## config.mk

```make
export PLATFORM = sky130hd
export DESIGN_NAME = sort_mem_slave
export DESIGN_NICKNAME = d
export VERILOG_FILES = /design/src/rtl/sort_mem_slave.sv
export SDC_FILE = /design/constraint.sdc
export NUM_CORES = 1
export LEC_CHECK = 0
export CAP_MARGIN = 10
export CORE_MARGIN = 2
export CORE_UTILIZATION = 30
export DETAILED_ROUTE_END_ITERATION = 12
export PLACE_DENSITY = 0.48
export SETUP_SLACK_MARGIN = 0.02
export SLEW_MARGIN = 20
export SYNTH_ARGS = -nofsm -noshare
export SYNTH_HDL_FRONTEND = slang
export SYNTH_SLANG_ARGS = --single-unit
```

## constraint.sdc

```tcl
create_clock -name clk -period 5.93 [get_ports clk]
set_clock_uncertainty 0.2 [all_clocks]
set_input_delay 0.8895 -clock clk [delete_from_list [all_inputs] [get_ports clk]]
set_output_delay 0.8895 -clock clk [all_outputs]
set_load 0.05 [all_outputs]
```

## src/rtl/sort_mem_slave.sv

```systemverilog
// Word-addressed memory target for the sort engine's AR/R + AW/W/B bus.
// One read and one write in flight at a time, programmable response latency, backdoor preload/peek.
module sort_mem_slave #(
  parameter int ADDR_WDTH = 4,
  parameter int DATA_WDTH = 32,
  parameter int RESP_WDTH = 1,
  parameter int MEM_DEPTH = 16,
  parameter int READ_LAT  = 0,
  parameter int WRITE_LAT = 0
) (
  input  logic                 clk,
  input  logic                 rst,
  input  logic                 ar_valid,
  output logic                 ar_ready,
  input  logic [ADDR_WDTH-1:0] ar_address,
  output logic                 r_valid,
  input  logic                 r_ready,
  output logic [DATA_WDTH-1:0] r_data,
  output logic [RESP_WDTH-1:0] r_resp,
  input  logic                 aw_valid,
  output logic                 aw_ready,
  input  logic [ADDR_WDTH-1:0] aw_address,
  input  logic                 w_valid,
  output logic                 w_ready,
  input  logic [DATA_WDTH-1:0] w_data,
  output logic                 b_valid,
  input  logic                 b_ready,
  output logic [RESP_WDTH-1:0] b_resp,
  input  logic                 init_we,
  input  logic [ADDR_WDTH-1:0] init_addr,
  input  logic [DATA_WDTH-1:0] init_data,
  output logic [DATA_WDTH-1:0] peek_data,
  output logic [15:0]          wr_count
);

  localparam logic [RESP_WDTH-1:0] RESP_OKAY   = '0;
  localparam logic [RESP_WDTH-1:0] RESP_SLVERR = RESP_WDTH'(1);
  localparam logic [3:0]           RD_LAST     = 4'(READ_LAT - 1);
  localparam logic [3:0]           WR_LAST     = 4'(WRITE_LAT - 1);

  typedef enum logic [1:0] {R_IDLE, R_WAIT, R_RESP} r_state_e;
  typedef enum logic [1:0] {W_COLLECT, W_WAIT, W_RESP} w_state_e;

  logic [DATA_WDTH-1:0] mem_q [MEM_DEPTH];

  r_state_e             r_state_q, r_state_d;
  logic [ADDR_WDTH-1:0] r_addr_q, r_addr_d;
  logic [3:0]           r_cnt_q, r_cnt_d;
  logic                 r_valid_q, r_valid_d;
  logic [DATA_WDTH-1:0] r_data_q, r_data_d;
  logic [RESP_WDTH-1:0] r_resp_q, r_resp_d;

  w_state_e             w_state_q, w_state_d;
  logic                 aw_held_q, aw_held_d;
  logic                 w_held_q, w_held_d;
  logic [ADDR_WDTH-1:0] aw_addr_q, aw_addr_d;
  logic [DATA_WDTH-1:0] w_data_q, w_data_d;
  logic [3:0]           w_cnt_q, w_cnt_d;
  logic                 b_valid_q, b_valid_d;
  logic [RESP_WDTH-1:0] b_resp_q, b_resp_d;
  logic [15:0]          wr_count_q, wr_count_d;
  logic                 wr_commit;

  function automatic logic in_range(input logic [ADDR_WDTH-1:0] a);
    return int'(a) < MEM_DEPTH;
  endfunction

  // Read channel: the R_RESP cycle with r_valid_q low is the single mem sampling cycle.
  always_comb begin
    r_state_d = r_state_q;
    r_addr_d  = r_addr_q;
    r_cnt_d   = r_cnt_q;
    r_valid_d = r_valid_q;
    r_data_d  = r_data_q;
    r_resp_d  = r_resp_q;
    case (r_state_q)
      R_IDLE: begin
        if (ar_valid) begin
          r_addr_d = ar_address;
          r_cnt_d  = '0;
          if (READ_LAT == 0) r_state_d = R_RESP;
          else               r_state_d = R_WAIT;
        end
      end
      R_WAIT: begin
        if (r_cnt_q == RD_LAST) r_state_d = R_RESP;
        else                    r_cnt_d   = r_cnt_q + 4'd1;
      end
      R_RESP: begin
        if (!r_valid_q) begin
          r_valid_d = 1'b1;
          r_data_d  = in_range(r_addr_q) ? mem_q[r_addr_q] : '0;
          r_resp_d  = in_range(r_addr_q) ? RESP_OKAY : RESP_SLVERR;
        end else if (r_ready) begin
          r_valid_d = 1'b0;
          r_state_d = R_IDLE;
        end
      end
      default: r_state_d = R_IDLE;
    endcase
  end

  always_ff @(posedge clk) begin
    if (rst) begin
      r_state_q <= R_IDLE;
      r_cnt_q   <= '0;
      r_valid_q <= 1'b0;
      r_data_q  <= '0;
      r_resp_q  <= RESP_OKAY;
    end else begin
      r_state_q <= r_state_d;
      r_cnt_q   <= r_cnt_d;
      r_valid_q <= r_valid_d;
      r_data_q  <= r_data_d;
      r_resp_q  <= r_resp_d;
    end
    r_addr_q <= r_addr_d;
  end

  // Write channel: AW and W latch independently; the commit happens on entry to the response.
  always_comb begin
    w_state_d  = w_state_q;
    aw_held_d  = aw_held_q;
    w_held_d   = w_held_q;
    aw_addr_d  = aw_addr_q;
    w_data_d   = w_data_q;
    w_cnt_d    = w_cnt_q;
    b_valid_d  = b_valid_q;
    b_resp_d   = b_resp_q;
    wr_count_d = wr_count_q;
    wr_commit  = 1'b0;
    case (w_state_q)
      W_COLLECT: begin
        if (!aw_held_q && aw_valid) begin
          aw_held_d = 1'b1;
          aw_addr_d = aw_address;
        end
        if (!w_held_q && w_valid) begin
          w_held_d = 1'b1;
          w_data_d = w_data;
        end
        if ((aw_held_q || aw_valid) && (w_held_q || w_valid)) begin
          w_cnt_d = '0;
          if (WRITE_LAT == 0) w_state_d = W_RESP;
          else                w_state_d = W_WAIT;
        end
      end
      W_WAIT: begin
        if (w_cnt_q == WR_LAST) w_state_d = W_RESP;
        else                    w_cnt_d   = w_cnt_q + 4'd1;
      end
      W_RESP: begin
        if (!b_valid_q) begin
          wr_commit  = 1'b1;
          b_valid_d  = 1'b1;
          b_resp_d   = in_range(aw_addr_q) ? RESP_OKAY : RESP_SLVERR;
          wr_count_d = wr_count_q + 16'd1;
        end else if (b_ready) begin
          b_valid_d = 1'b0;
          aw_held_d = 1'b0;
          w_held_d  = 1'b0;
          w_state_d = W_COLLECT;
        end
      end
      default: w_state_d = W_COLLECT;
    endcase
  end

  always_ff @(posedge clk) begin
    if (rst) begin
      w_state_q  <= W_COLLECT;
      aw_held_q  <= 1'b0;
      w_held_q   <= 1'b0;
      w_cnt_q    <= '0;
      b_valid_q  <= 1'b0;
      b_resp_q   <= RESP_OKAY;
      wr_count_q <= '0;
    end else begin
      w_state_q  <= w_state_d;
      aw_held_q  <= aw_held_d;
      w_held_q   <= w_held_d;
      w_cnt_q    <= w_cnt_d;
      b_valid_q  <= b_valid_d;
      b_resp_q   <= b_resp_d;
      wr_count_q <= wr_count_d;
    end
    aw_addr_q <= aw_addr_d;
    w_data_q  <= w_data_d;
  end

  // The bus write is placed last so it overrides a same-address backdoor write on the same edge.
  always_ff @(posedge clk) begin
    if (init_we && in_range(init_addr)) mem_q[init_addr] <= init_data;
    if (wr_commit && !rst && in_range(aw_addr_q)) mem_q[aw_addr_q] <= w_data_q;
  end

  assign ar_ready  = !rst && (r_state_q == R_IDLE);
  assign r_valid   = !rst && r_valid_q;
  assign r_data    = r_data_q;
  assign r_resp    = r_resp_q;
  assign aw_ready  = !rst && (w_state_q == W_COLLECT) && !aw_held_q;
  assign w_ready   = !rst && (w_state_q == W_COLLECT) && !w_held_q;
  assign b_valid   = !rst && b_valid_q;
  assign b_resp    = b_resp_q;
  assign wr_count  = wr_count_q;
  assign peek_data = in_range(init_addr) ? mem_q[init_addr] : '0;

endmodule
```

==> results of run 1 <==
-- flip-flops by register name (all words and copies together) (netlist names), 4 cells and up --
register,count
r_data,32
wr_count,16
r_addr_q,4
aw_addr_q,4
w_data_q,32
mem_q,512
-- synthesized netlist by cell type (2+ instances only) --
| cell type | n | area share (%) |
|---|---|---|
| sky130_fd_sc_hd__mux2_2 | 523 | 18 |
| sky130_fd_sc_hd__a221oi_1 | 31 | 0.83 |
| sky130_fd_sc_hd__nand4_1 | 2 | 0.038 |
| sky130_fd_sc_hd__and4_1 | 2 | 0.053 |
| sky130_fd_sc_hd__nor3_4 | 2 | 0.099 |
| sky130_fd_sc_hd__or4_1 | 5 | 0.11 |
| sky130_fd_sc_hd__nor3_1 | 3 | 0.046 |
| sky130_fd_sc_hd__nand2_1 | 48 | 0.55 |
| sky130_fd_sc_hd__and4b_1 | 2 | 0.061 |
| sky130_fd_sc_hd__xnor2_1 | 2 | 0.053 |
| sky130_fd_sc_hd__buf_4 | 19 | 0.43 |
| sky130_fd_sc_hd__clkbuf_1 | 134 | 1.5 |
| sky130_fd_sc_hd__dfxtp_1 | 54 | 3.3 |
| sky130_fd_sc_hd__edfxtp_1 | 552 | 50 |
| sky130_fd_sc_hd__nor2_1 | 21 | 0.24 |
| sky130_fd_sc_hd__nand2b_1 | 4 | 0.076 |
| sky130_fd_sc_hd__a21oi_1 | 11 | 0.17 |
| sky130_fd_sc_hd__buf_2 | 47 | 0.72 |
| sky130_fd_sc_hd__o22ai_1 | 6 | 0.11 |
| sky130_fd_sc_hd__or3_1 | 2 | 0.038 |
| sky130_fd_sc_hd__buf_1 | 14 | 0.16 |
| sky130_fd_sc_hd__a22oi_1 | 33 | 0.75 |
| sky130_fd_sc_hd__o21bai_1 | 2 | 0.046 |
| sky130_fd_sc_hd__o21a_1 | 2 | 0.046 |
| sky130_fd_sc_hd__nor2b_1 | 6 | 0.11 |
| sky130_fd_sc_hd__xor2_1 | 7 | 0.19 |
| sky130_fd_sc_hd__nor2_2 | 6 | 0.11 |
| sky130_fd_sc_hd__inv_1 | 2 | 0.023 |
| sky130_fd_sc_hd__mux2_1 | 20 | 0.69 |
| sky130_fd_sc_hd__nor3b_1 | 2 | 0.046 |
| sky130_fd_sc_hd__nand3_1 | 10 | 0.15 |
| sky130_fd_sc_hd__mux4_2 | 255 | 17 |
| sky130_fd_sc_hd__buf_6 | 3 | 0.10 |
| sky130_fd_sc_hd__mux2i_1 | 67 | 2.0 |
| sky130_fd_sc_hd__and2_1 | 2 | 0.038 |
| sky130_fd_sc_hd__o31ai_1 | 4 | 0.091 |
| sky130_fd_sc_hd__o21ai_0 | 43 | 0.66 |
| sky130_fd_sc_hd__nand3b_1 | 2 | 0.046 |
-- cells by family after synthesis --
logic type	Yosys count	share of synthesized area (%)
multiplexers	865	38.1
flip-flops	606	53.7
buffers and inverters	219	2.97
AO/OA/AOI/OAI	134	2.75
AND/OR/NAND/NOR	129	2.12
XOR/XNOR	9	0.240
adder cells (fa/ha/maj)	1	0.0381
other	1	0.0114
-- metal layers --
metal / global-route usage (%) / wire length [um]
met5: 0 / 7
met4: 6.88 / 3470
met3: 3.20 / 6580
met2: 34.9 / 57400
met1: 28.1 / 51400
-- worst max-delay path by stage --
| stage | startpoint | endpoint | slack (ns) | cells after the start |
|---|---|---|---|---|
| after floorplan | init_addr[1] | mem_q[15][0] | 1.11 | 5 |
| after global placement | init_addr[0] | peek_data[3] | 1.03 | 5 |
| after detailed placement | init_addr[0] | peek_data[1] | 1.00 | 5 |
| after CTS | init_addr[0] | peek_data[2] | 1.00 | 5 |
| after global routing | init_addr[0] | peek_data[3] | 0.88 | 5 |
| final | init_addr[0] | peek_data[12] | 1.06 | 5 |
-- critical path, delay by kind of cell --
family,cells,cell delay (ns)
muxes,2,1.04
buffers and inverters,3,1.73
-- layout make-up --
class                   instances  area, um^2  area share, %
inverters                       2        7.51         0.0194
clock buffers                 103        2060           5.33
clock inverters                36         330          0.853
repair buffers                230        2400           6.18
well taps                    1414        1770           4.57
flip-flops and latches        606       17700           45.6
diodes                          1        2.50        0.00646
multi-input cells            1140       14500           37.5
-- power by group through the flow --
| stage | sequential (mW) | clock (mW) | combinational (mW) |
|---|---|---|---|
| floorplan | 4.99 | 0 | 0.790 |
| global placement | 5.01 | 0 | 1.25 |
| detailed placement | 5.01 | 0 | 1.26 |
| CTS | 4.92 | 4.65 | 1.26 |
| global route | 4.94 | 4.81 | 1.32 |
| finish | 4.93 | 4.55 | 1.26 |
-- stage by stage --
step                area, um^2  hold slack (ns)
floorplan                32900            0.286
detailed placement       36300            0.281
global placement         36300            0.283
finish                   38700            0.293
CTS                      38700            0.297
global route             38700            0.330
-- placed cells by master (no fill, tap or decap), types with 33 or more instances in the layout --
cell                              instances
sky130_fd_sc_hd__nand2_1                 42
sky130_fd_sc_hd__a22oi_1                 33
sky130_fd_sc_hd__clkdlybuf4s50_1        164
sky130_fd_sc_hd__o21ai_0                 35
sky130_fd_sc_hd__mux2i_1                 67
sky130_fd_sc_hd__mux4_2                 255
sky130_fd_sc_hd__clkbuf_16               76
sky130_fd_sc_hd__buf_4                   43
sky130_fd_sc_hd__edfxtp_1               552
sky130_fd_sc_hd__dfxtp_1                 54
sky130_fd_sc_hd__mux2_2                 523
==> results.md, run 1 <==
• 5 — number of optimization iterations in the first detailed-route pass
• 1964 — number of instances in the synthesized netlist
• flip-flop to flip-flop — class of the most critical hold timing path
• 16.7 um^2 — synthesized area per cell
• 82.2% — fin crit share
• 0 — number of failing setup endpoints in the final timing report
• 168 — Port Buffer Count
• 109000 um^2 — core region area
• finished clean — outcome
• 171 — IO Count
• 25.8% — Slew headroom
• 0 — Final Max Slew Viols
• sky130_fd_sc_hd__clkbuf_16 — clk root buf
• 33.7 um — WL/cell
• 10.3k — filler cell count
• 32900 um^2 — Post-Synthesis Cell Area
• false — RSZ-0062 raised after global routing
• primary input — startpoint class of the critical path
• 2140 — Final Net Count
• 0 — post-cts gate resize count
• 0 ns — Final TNS setup
• 1872 — Iteration-0 DRC Markers
• 0 — Hold Fails Final Rpt
• 79 — Critical Path Fanout Max
• 0 — Post-CTS Hold Buffers
• 3 — CTS H-tree depth
• primary input to output port — critical path type
• 3 — maximum count of clock buffers along a single path
• r_data[29] — startpoint of the lowest-slack hold path
• 10.7 mW — total power consumption of the routed design
• 2 — hold path cells
• 0.64 ns — Clk Latency, worst-skew pair
• 12.4 nW — Leak Pwr
• 335 um — die height
• 0 — Routed Antenna Nets
• 335 um — horizontal die dimension
• 35.6% — share of the core filled with cells in the final layout
• 42.4% — clock power share
• 5.71 — post-detailed-route via-to-cell ratio
• 0 — DR DRC count
• 277 nW/um^2 — power density normalized to cell area
• 21.0% — total routing resource utilization after global routing
• buf_8 -> buf_12 -> mux4_2 -> mux4_2 -> clkdlybuf4s50_1 — sequence of cells on the critical path
• 606 — synthesis-stage register bit count
• 112000 um^2 — total die area
• 52 — count of different cell masters after synthesis
• 119000 um — Final Routed Wirelength
• 4.84 ns — required time at the endpoint of the critical path
• 1.06 ns — worst path setup slack after routing
• 2 — number of antenna violations at the first check in global routing
• 0.205 GHz — FMAX
• 0.74 ns — delay of the slowest cell on the worst path
• 0 — buffer count from post-CTS setup fixing
• 1.00 ns — placement-stage worst setup slack
• 0.000180 V — peak supply drop
• sky130_fd_sc_hd__mux4_2 — cell mode on critical path
• sky130_fd_sc_hd__edfxtp_1 — Most used DFF post-synth
• 20.2k — number of vias after detailed routing
• 3.79 ns — Crit path arrival time
• 92 — maximum number of pins on one net before global-route repair
• 0 — remaining global-route overflow
• 8.00 mW — internal cell power
• w_state_q[1] — startpoint of the worst-slack reg-to-reg timing path
• 166000 um — global-route wire length before repair
• 0.793 — final weighted congestion of routability-driven global placement
• 121 — placement row count
• done — clock tree from TritonCTS
• 2.73 mW — net switching power
• 21.1k — number of global-route vias before repair
• 53.7% — register area share after synthesis
• 17.9% — area grow syn2layout
• 47.0% — layout cells sized above 1
• 11.7% — combinational share of power
• 3532 — number of cells in the finished layout apart from fillers
• r_data[29] — capture endpoint of the worst hold path
• 30.2% — initial core utilization
• 0.05 ns — clock slew seen by the registers of the worst setup and hold paths
• 45.9% — relative contribution of sequential cells to total power
• 4.87 ns — Period minus WS final
• 3392 — cell total after placement
• 75 — total CTS buffers
• output port — category of the worst setup path capture point
• 4 — FF-to-FF path depth
• 25.4% — switching portion of total power
• 0 — total number of yosys warnings
• 0% — share of synthesized registers carrying an async set or reset
• 606 — clock sink count
• 68100 um — post-detail-place hpwl
• 1.11 ns — slew at the pin with the worst max-slew slack
• sky130_fd_sc_hd__clkdlybuf4s50_1 — slowest library cell on the worst path
• 0 — Max-Cap Viols
• mem_q[4][15] — destination of the worst register-to-register timing path
• 2.40 ns — R2R setup slack
• 552 — number of enable flip-flop cells after synthesis
No activity file was read; power rests on OpenSTA's default activity.
==> inputs of run 2 (changes only) <==
--- a/config.mk
+++ b/config.mk
@@ -9,7 +9,7 @@
 export CORE_MARGIN = 2
 export CORE_UTILIZATION = 30
 export DETAILED_ROUTE_END_ITERATION = 12
-export PLACE_DENSITY = 0.48
+export PLACE_DENSITY = 0.49
 export SETUP_SLACK_MARGIN = 0.02
 export SLEW_MARGIN = 20
 export SYNTH_ARGS = -nofsm -noshare
==> constraint.sdc (replaced) <==
create_clock -name clk -period 4.02 [get_ports clk]
set_clock_uncertainty 0.2 [all_clocks]
set_input_delay 0.603 -clock clk [delete_from_list [all_inputs] [get_ports clk]]
set_output_delay 0.603 -clock clk [all_outputs]
set_load 0.05 [all_outputs]
==> results.md, run 2 (synthesized netlist as in run 1, its figures left out) <==
• finished clean — outcome
• 0.298 ns — hold slack
• 112000 um^2 — total die area
• 0 — Routed Antenna Nets
• false — RSZ-0062 raised after global routing
• 0 — Final Max Slew Viols
• 85.5% — fin crit share
• sky130_fd_sc_hd__edfxtp_1 (552), sky130_fd_sc_hd__mux2_2 (523), sky130_fd_sc_hd__mux4_2 (255) — highest-count cells in the layout ignoring fill and taps
• 335 um — die height
• 0.291 GHz — FMAX
• 33.5 um — WL/cell
• 21.3k — number of global-route vias before repair
• output port — category of the worst setup path capture point
• 73500 um — post-detail-place hpwl
• 49.8% — layout cells sized above 1
• 2.64 ns — Crit path arrival time
• 24.1% — Slew headroom
• 36.0% — share of the core filled with cells in the final layout
• 168 — Port Buffer Count
• primary input — startpoint class of the critical path
• 3 — maximum count of clock buffers along a single path
• 512 — number of flip-flops in the largest register
• 3440 — cell total after placement
• 0 — buffer count from post-CTS setup fixing
• 61 — maximum number of pins on one net before global-route repair
• 10.2k — filler cell count
• 0 ns — Final TNS setup
• 1734 — Iteration-0 DRC Markers
• 120000 um — Final Routed Wirelength
• sky130_fd_sc_hd__clkbuf_16 — clk root buf
• 0 — Post-CTS Hold Buffers
• 0 — Max-Cap Viols
• 5 — number of optimization iterations in the first detailed-route pass
• 335 um — horizontal die dimension
• 74 — total CTS buffers
• 404 nW/um^2 — power density normalized to cell area
• done — clock tree from TritonCTS
• 2187 — Final Net Count
• mem_q — largest register by flop count
• flip-flop to flip-flop — class of the most critical hold timing path
• 606 — clock sink count
• 20.5k — number of vias after detailed routing
• 0.000277 V — peak supply drop
• 3 — CTS H-tree depth
• 0 — post-cts gate resize count
• 169000 um — global-route wire length before repair
• 0.845 — final weighted congestion of routability-driven global placement
• 5 — FF-to-FF path depth
• 3.22 ns — required time at the endpoint of the critical path
• 109000 um^2 — core region area
• 12.8 nW — Leak Pwr
• 21.3% — total routing resource utilization after global routing
• sky130_fd_sc_hd__edfxtp_1 — most frequent standard cell in the layout excluding fill and tap cells
• primary input to output port — critical path type
• 0 — number of failing setup endpoints in the final timing report
• 0 — DR DRC count
• 7 — number of antenna violations at the first check in global routing
• 19 — Critical Path Fanout Max
• 5.72 — post-detailed-route via-to-cell ratio
• 3.44 ns — Period minus WS final
• 30.2% — initial core utilization
• 2 — hold path cells
• 0.65 ns — Clk Latency, worst-skew pair
• 19.2% — area grow syn2layout
• 121 — placement row count
• 0 — remaining global-route overflow
• 3576 — number of cells in the finished layout apart from fillers
• 0.06 ns — clock slew seen by the registers of the worst setup and hold paths
• 0 — Hold Fails Final Rpt
• 171 — IO Count
• 1.14 ns — slew at the pin with the worst max-slew slack
## run 2: routing by layer
layer	share of wire, %	routed length (um)	track usage [%]	vias up
met5	0.035	42	0	-
met4	2.6	3130	6.21	6
met3	5.9	7040	3.17	195
met2	48	57300	34.8	860
met1	44	52100	29.3	11100
li1	-	-	-	8346
## run 2: through the flow
step	setup WS (ns)	area, um^2	power, mW
after floorplan	-0.517	32900	8.53
after global placement	0.464	36800	9.26
after detailed placement	0.408	36800	9.28
after CTS	0.551	39200	16.0
after global routing	0.488	39200	16.3
final	0.582	39200	15.8
## run 2: worst paths after layout
path | from | to | slack, ns
min reg2reg | r_data[12] | r_data[12] | 0.30
max | init_addr[0] | peek_data[20] | 0.58
min | r_data[12] | r_data[12] | 0.30
max reg2reg | w_state_q[1] | mem_q[15][18] | 0.83
## run 2: cell type report
type	instances	area [um^2]	share of cell area, %
sequential	606	17700	45.1
multi-input combinational	1140	14500	37.1
timing repair buffer	278	2840	7.25
clock buffer	99	2070	5.29
tap	1414	1770	4.52
clock inverter	36	299	0.764
inverter	2	7.51	0.0192
antenna	1	2.50	0.00639
## run 2: power by group
part	leakage [nW]	switching, mW	internal, mW
Clock	1.16	2.84	3.83
Sequential	5.45	0.219	7.06
Combinational	6.16	1.04	0.833
## run 2: critical path, cell delays in order
cell and delay (ns):
sky130_fd_sc_hd__clkbuf_8 0.28, sky130_fd_sc_hd__buf_12 0.24, sky130_fd_sc_hd__buf_12 0.22, sky130_fd_sc_hd__mux4_2 0.53, sky130_fd_sc_hd__mux4_2 0.50, sky130_fd_sc_hd__buf_4 0.21
